<file path="src/rtl/cpu_pkg.sv">
// Shared CPU definitions: I/O-subset opcode constants and the control-unit state encoding.
package cpu_pkg;

  localparam logic [4:0] OPC_IN   = 5'b10110;
  localparam logic [4:0] OPC_OUT  = 5'b10111;
  localparam logic [4:0] OPC_NOP  = 5'b11010;
  localparam logic [4:0] OPC_HALT = 5'b11011;

  typedef enum logic [2:0] {RESET, T0, T1, T2, T3, HALT} state_t;

  function automatic logic is_legal(input logic [4:0] opc);
    return (opc == OPC_IN) || (opc == OPC_OUT) || (opc == OPC_NOP) || (opc == OPC_HALT);
  endfunction

endpackage

</file>
<file path="src/rtl/io_control_unit.sv">
// Moore control unit sequencing fetch (T0-T2) and execute (T3) for in/out/nop/halt.
// Optional IO_WAIT_EN: stall T3 of in/out until in_ready/out_ack.
module io_control_unit
  import cpu_pkg::*;
#(
  parameter int unsigned MEM_WAIT = 1,
  parameter int unsigned CNT_W    = 16
) (
  input  logic             clk,
  input  logic             clear,
  input  logic [31:0]      IR,
  input  logic             stop,
  input  logic             in_ready,
  input  logic             out_ack,
  output logic             PCout,
  output logic             MARin,
  output logic             IncPC,
  output logic             Zin,
  output logic             Zlowout,
  output logic             PCin,
  output logic             Read,
  output logic             MDRin,
  output logic             MDRout,
  output logic             IRin,
  output logic             Gra,
  output logic             Rin,
  output logic             Rout,
  output logic             InPortOut,
  output logic             OutPort,
  output logic             run,
  output logic             illegal,
  output logic [CNT_W-1:0] instr_cnt
);

  state_t     state;
  logic [3:0] wait_cnt;
  logic [4:0] opcode;
  logic       io_done;
  logic       unused_ir;

  assign opcode    = IR[31:27];
  assign unused_ir = ^IR[26:0];

`ifdef IO_WAIT_EN
  assign io_done = (opcode == OPC_IN)  ? in_ready :
                   (opcode == OPC_OUT) ? out_ack  : 1'b1;
`else
  logic unused_io;
  assign unused_io = in_ready ^ out_ack;
  assign io_done   = 1'b1;
`endif

  always_ff @(posedge clk) begin
    if (clear) begin
      state     <= RESET;
      wait_cnt  <= '0;
      instr_cnt <= '0;
      illegal   <= 1'b0;
    end else begin
      case (state)
        RESET: state <= T0;
        T0: begin
          state    <= T1;
          wait_cnt <= '0;
        end
        T1: begin
          if (wait_cnt == MEM_WAIT[3:0]) state <= T2;
          else wait_cnt <= wait_cnt + 4'd1;
        end
        T2: state <= T3;
        T3: begin
          if (io_done) begin
            instr_cnt <= instr_cnt + CNT_W'(1);
            if (!is_legal(opcode)) illegal <= 1'b1;
            state <= (opcode == OPC_HALT || stop) ? HALT : T0;
          end
        end
        HALT:    state <= HALT;
        default: state <= RESET;
      endcase
    end
  end

  // Execute strobes must see the IR loaded on the T2 exit edge, so the
  // strobes are decoded from the state register rather than pre-registered.
  always_comb begin
    {PCout, MARin, IncPC, Zin}           = '0;
    {Zlowout, PCin, Read, MDRin}         = '0;
    {MDRout, IRin}                       = '0;
    {Gra, Rin, Rout, InPortOut, OutPort} = '0;
    run = 1'b0;
    case (state)
      T0: begin
        {PCout, MARin, IncPC, Zin} = '1;
        run = 1'b1;
      end
      T1: begin
        {Zlowout, Read, MDRin} = '1;
        PCin = (wait_cnt == 4'd0);
        run  = 1'b1;
      end
      T2: begin
        {MDRout, IRin} = '1;
        run = 1'b1;
      end
      T3: begin
        run = 1'b1;
        if (opcode == OPC_IN)  {Gra, Rin, InPortOut} = '1;
        if (opcode == OPC_OUT) {Gra, Rout, OutPort}  = '1;
      end
      default: ;
    endcase
  end

endmodule

</file>
<file path="config.mk">
export PLATFORM = sky130hd
export DESIGN_NAME = io_control_unit
export DESIGN_NICKNAME = d
export VERILOG_FILES = /design/src/rtl/cpu_pkg.sv /design/src/rtl/io_control_unit.sv
export SDC_FILE = /design/constraint.sdc
export NUM_CORES = 1
export LEC_CHECK = 0
export ABC_AREA = 1
export CORE_MARGIN = 5
export CORE_UTILIZATION = 36
export DETAILED_ROUTE_END_ITERATION = 10
export GPL_TIMING_DRIVEN = 0
export PLACE_DENSITY = 0.89
export SLEW_MARGIN = 0
export SYNTH_ARGS = -nofsm -noshare
export SYNTH_HDL_FRONTEND = slang
export SYNTH_SLANG_ARGS = --single-unit
</file>
<file path="constraint.sdc">
create_clock -name clk -period 1.5 [get_ports clk]
set_clock_uncertainty 0.15 [all_clocks]
set_input_delay 0.225 -clock clk [delete_from_list [all_inputs] [get_ports clk]]
set_output_delay 0.225 -clock clk [all_outputs]
set_load 0.03 [all_outputs]
</file>
After elaboration in Yosys (flattened, before gate mapping) --
Cells that the tools add are included.
Operators by class: add/subtract/negate cells 2, multiply operators 0, div/mod/pow operators 0, magnitude comparators 0, equality and inequality tests 12, shift operators 0, multiplexer cells 16, bitwise gates (word level) 1, reduce and logical (&&, ||, !) cells 10
Operators by type and width (count):
- == test 5 bit, second input constant | 4
- one-hot mux 3 bit (6 select lines) | 1
- adder 16 x 1 -> 16 bit, second input constant | 1
- two-way mux 1 bit | 11
- one-hot mux 4 bit (2 select lines) | 1
- == test 3 x 2 -> 1 bit, second input constant | 2
- == test 3 bit, second input constant | 2
- two-way mux 3 bit | 2
- adder 4 x 1 -> 4 bit, second input constant | 1
- == test 4 x 1 -> 1 bit, second input constant | 1
- zero test 4 bit | 1
- logical OR 1 bit | 4
- two-way mux 4 bit | 1
- != test 2 bit, second input constant | 2
- AND reduction 2 bit | 2
- OR reduction 4 bit | 1
- == test 3 x 1 -> 1 bit, second input constant | 1
- zero test 3 bit | 1
- nonzero test 2 bit | 1
- NOT 1 bit | 1
Storage, ports and cells: register bits 24, bits in latches 0, bits in writable memories 0, ROM bits 0, input bits 37, word-level logic and storage cells 45, memories 0

Logic depth before layout (Yosys ltp) --
depth in word-level cells 6, depth in mapped cells 9, mapped depth without buffers 9

Least setup slack after synthesis --
Ideal clock, no wire load.
path type reg2out, from register state[0], to output port Rout, arrival 1.703 ns, path slack -0.578 ns, stages on the path, launching flop included 5, path buffers 1, cell sequence dfxtp_1 > inv_2 > nand3_4 > nor3b_1 > buf_4
Between the ends: word-level cells in the longest chain between the ends 2
Ends and longest elaborated chain:
- start, declared | line io_control_unit.sv:35 | state_t state;
- start signal, assigned | line io_control_unit.sv:75 | state <= (opcode == OPC_HALT || stop) ? HALT : T0;
- == test 3 bit
- two-way mux 1 bit
- end, declared | line io_control_unit.sv:27 | output logic Rout,
No other way between the ends.

Final worst setup path --
from register state[1], to register instr_cnt[11]
Between the ends: word-level cells in the longest chain between the ends 1
Ends and longest elaborated chain:
- == test 3 bit | line io_control_unit.sv:60 | case (state)
- end signal, assigned | line io_control_unit.sv:73 | instr_cnt <= instr_cnt + CNT_W'(1);
- end, declared | line io_control_unit.sv:32 | output logic [CNT_W-1:0] instr_cnt
No other way between the ends. A chain may end at the register's enable or synchronous reset.

==> impl_metrics.toml <==
[finish]
diodes = 0
drive_gt1_share_pct = 41.8
fin_nets = 310
area_growth_pct = 69.8
fill_cells = 314
regArea_um2 = 503
multi_input_area_um2 = 876

[global_routing]
grt_pass1_wl_mm = 6.32
grt_pass1_vias = 1493
track_usage_pct = 14.7
gr-total-overflow = 0
grt_max_degree = 14
antenna_found_initial = 0

[critical_path]
path_max_fanout = 7
cp_data_required_time_ns = 1.52
crit_type = "reg2reg"
critPathArrivalTime_ns = 1.69
crit_path_start_kind = "register"
reg2reg_depth = 10
crit_path_end_kind = "register"
timing.rr.end = "instr_cnt[11]"
r2r_start = "state[1]"
r2r_setup_slack_ns = -0.17

[pwr]
power_frac_comb_pct = 39.6
power_density_nw_per_um2 = 816
power.internal_w = 0.00125
p_leak_nw = 1.07
total_power_w = 0.00189
switching_share_pct = 34.1
p_switching_w = 0.000645
peakVddDrop_mv = 0.423
seqPwrFrac_pct = 37.0
power_frac_clock_pct = 23.4

[synth]
synthesis.area_um2 = 1370
ys.warnings.count = 0
yosysSeqAreaShare_pct = 35.2
synth_cells = 199
ys_seq_elements = 24
synth_most_common_cell = "inv_1"
synth_top_area_share_pct = 35.2
synthTopCellsByArea = "dfxtp_1, inv_1, nand2_1"
yosysUniqueCellTypes = 24
synth_fp_nets = 240
async_reset_ff_share_pct = 0
yosys-top-cells-count = "inv_1, nand2_1, nor2_1"
synth-main-ff-cell = "dfxtp_1"
synth_top_area_cell = "dfxtp_1"
post_synth.cell_area_avg_um2 = 6.87
synth-edff-count = 0

[routing]
wl_per_cell_um = 12.6
dr_wl_met2_mm = 2.15
wl_met3_um = 231
dr.max_layer_used = "met4"
drcViolationCount = 0
vias = 1536
viasPerCell = 4.86
firstDrtPassIters = 4
drt_iter0_drc = 68
antenna_left = 0
m1WireLength_mm = 1.57
drt-total-wl_mm = 3.98

[worst_hold_path]
hold_start = "clear"
whs_endpoint = "instr_cnt[13]"
hold_path_class = "in2reg"
hold_path_depth = 2

[clock_network]
worstSkewPairLatency_ns = 0.27
cts.clk_slew.worst_paths_ns = 0.09
numCtsBuffers = 3
clock-sinks = 24
cts_root_buf = "clkbuf_8"
clockBufferDepth = 2
ctsHtreeMaxLevel = 1
cts_tree = "built"

[sta]
relSlewSlack_pct = 71.0
whs_ns = 0.189
setup_viol = 28
rsz0062_at_grt = "yes"
tightest_slew_ns = 0.436
hold_violations = 0
slew_violations = 0
finalCriticalPeriod_ns = 1.67
layout_worst_path_cycle_share_pct = 111
fin_ws_ns = -0.171
clock.fmax_mhz = 598

[placement]
gp_congestion = 0.801
hpwlAfterDp_mm = 2.63
port_buffers = 39

[die]
fp.dieH_um = 71.6
start_util_pct = 37.3
design.die.area_um2 = 5130
rows = 22
core_area_um2 = 3660
die_w_um = 71.6
ioPinCount = 70

[run_status]
violations = "negative setup slack"
status = "finished, violations left"

[flow_run]
drv_cap = 0
through the flow:
stage | util, % | cells | setup TNS, ns | area, um^2 | worst slack [ns]
after floorplan | - | 199 | -0.135 | 1440 | -0.0603
after global routing | 63.4 | 316 | -4.29 | 2320 | -0.239
after detailed placement | 51.5 | 286 | -8.63 | 1890 | -0.961
after CTS | 57.7 | 306 | -1.59 | 2110 | -0.179
final | 63.4 | 316 | -2.60 | 2320 | -0.171
after global placement | 51.5 | 286 | -8.14 | 1890 | -0.933
placed cells by master, fill, tap and decap left out, drive strengths merged:
| cell type | count |
|---|---|
| dlygate4sd2 | 14 |
| xor2 | 3 |
| nor3 | 4 |
| nor3b | 1 |
| dfxtp | 24 |
| o21bai | 1 |
| nand4 | 6 |
| buf | 51 |
| o21ai | 11 |
| clkdlybuf4s50 | 2 |
| nand2 | 35 |
| clkdlybuf4s15 | 4 |
| ha | 4 |
| inv | 35 |
| clkbuf | 8 |
| a21oi | 13 |
| nand3 | 21 |
| nor2 | 31 |
what timing repair did:
item | in CTS | in global routing
buffers inserted | 16 | 10
gates resized for setup | 156 | 47
setup endpoints to repair | 35 | 38
hold buffers | 0 | 0
pin swaps | 10 | 11
cloned | 0 | 0
cells by family (layout without fill, tap and decap cells):
family	after synthesis	after routing	synth area share [%]
fa+ha+maj	4	4	3.66
simple gates	98	98	35.3
xor+xnor	3	3	1.92
buf+inv	45	114	14.7
compound gates	25	25	9.34
flops	24	24	35.2
power by group through the flow:
stage / Clock, W / Sequential [W] / Combinational (W)
after CTS: 0.000451 / 0.000696 / 0.000630
after global routing: 0.000477 / 0.000704 / 0.000797
after global placement: 0 / 0.000710 / 0.000488
after detailed placement: 0 / 0.000713 / 0.000503
final: 0.000443 / 0.000701 / 0.000748
after floorplan: 0 / 0.000711 / 0.000336
worst max-delay path by stage:
| stage | end | startpoint | cells past startpoint | slack, ns |
|---|---|---|---|---|
| detailed placement | Rout | IR[28] | 5 | -0.96 |
| CTS | Rout | state[0] | 5 | -0.18 |
| global route | instr_cnt[13] | state[1] | 10 | -0.24 |
| finish | instr_cnt[11] | state[1] | 10 | -0.17 |
| global placement | Rout | IR[31] | 5 | -0.93 |
| floorplan | Rout | state[0] | 4 | -0.06 |
layer usage:
metal | vias up | GRT usage, %
li1 | 765 | -
met1 | 720 | 15.9
met2 | 45 | 28.2
met3 | 6 | 3.37
met4 | 0 | 3.76
met5 | - | 0
worst max-delay path, stage by stage (launching register included):
cell	delay, ns
dfxtp_4	0.37
inv_4	0.06
buf_4	0.12
buf_4	0.11
nand2_4	0.05
nor2_4	0.18
nand2_4	0.10
nor2_8	0.17
nand2_2	0.08
o21ai_2	0.12
nor2_1	0.04
state kept, by name (all words and copies together), names as in the netlist:
register	cells
wait_cnt	4
state	3
instr_cnt	16
illegal	1
final cells by class:
cell class,instances,share of cell area (%)
plain buffers,10,3.78
inverters,35,6.31
flip-flops and latches,24,21.7
multi-input cells,130,37.8
well taps,48,2.59
clock buffers,4,2.37
repair buffers,65,25.5
Note: power is estimated with default switching activity, not from simulation.
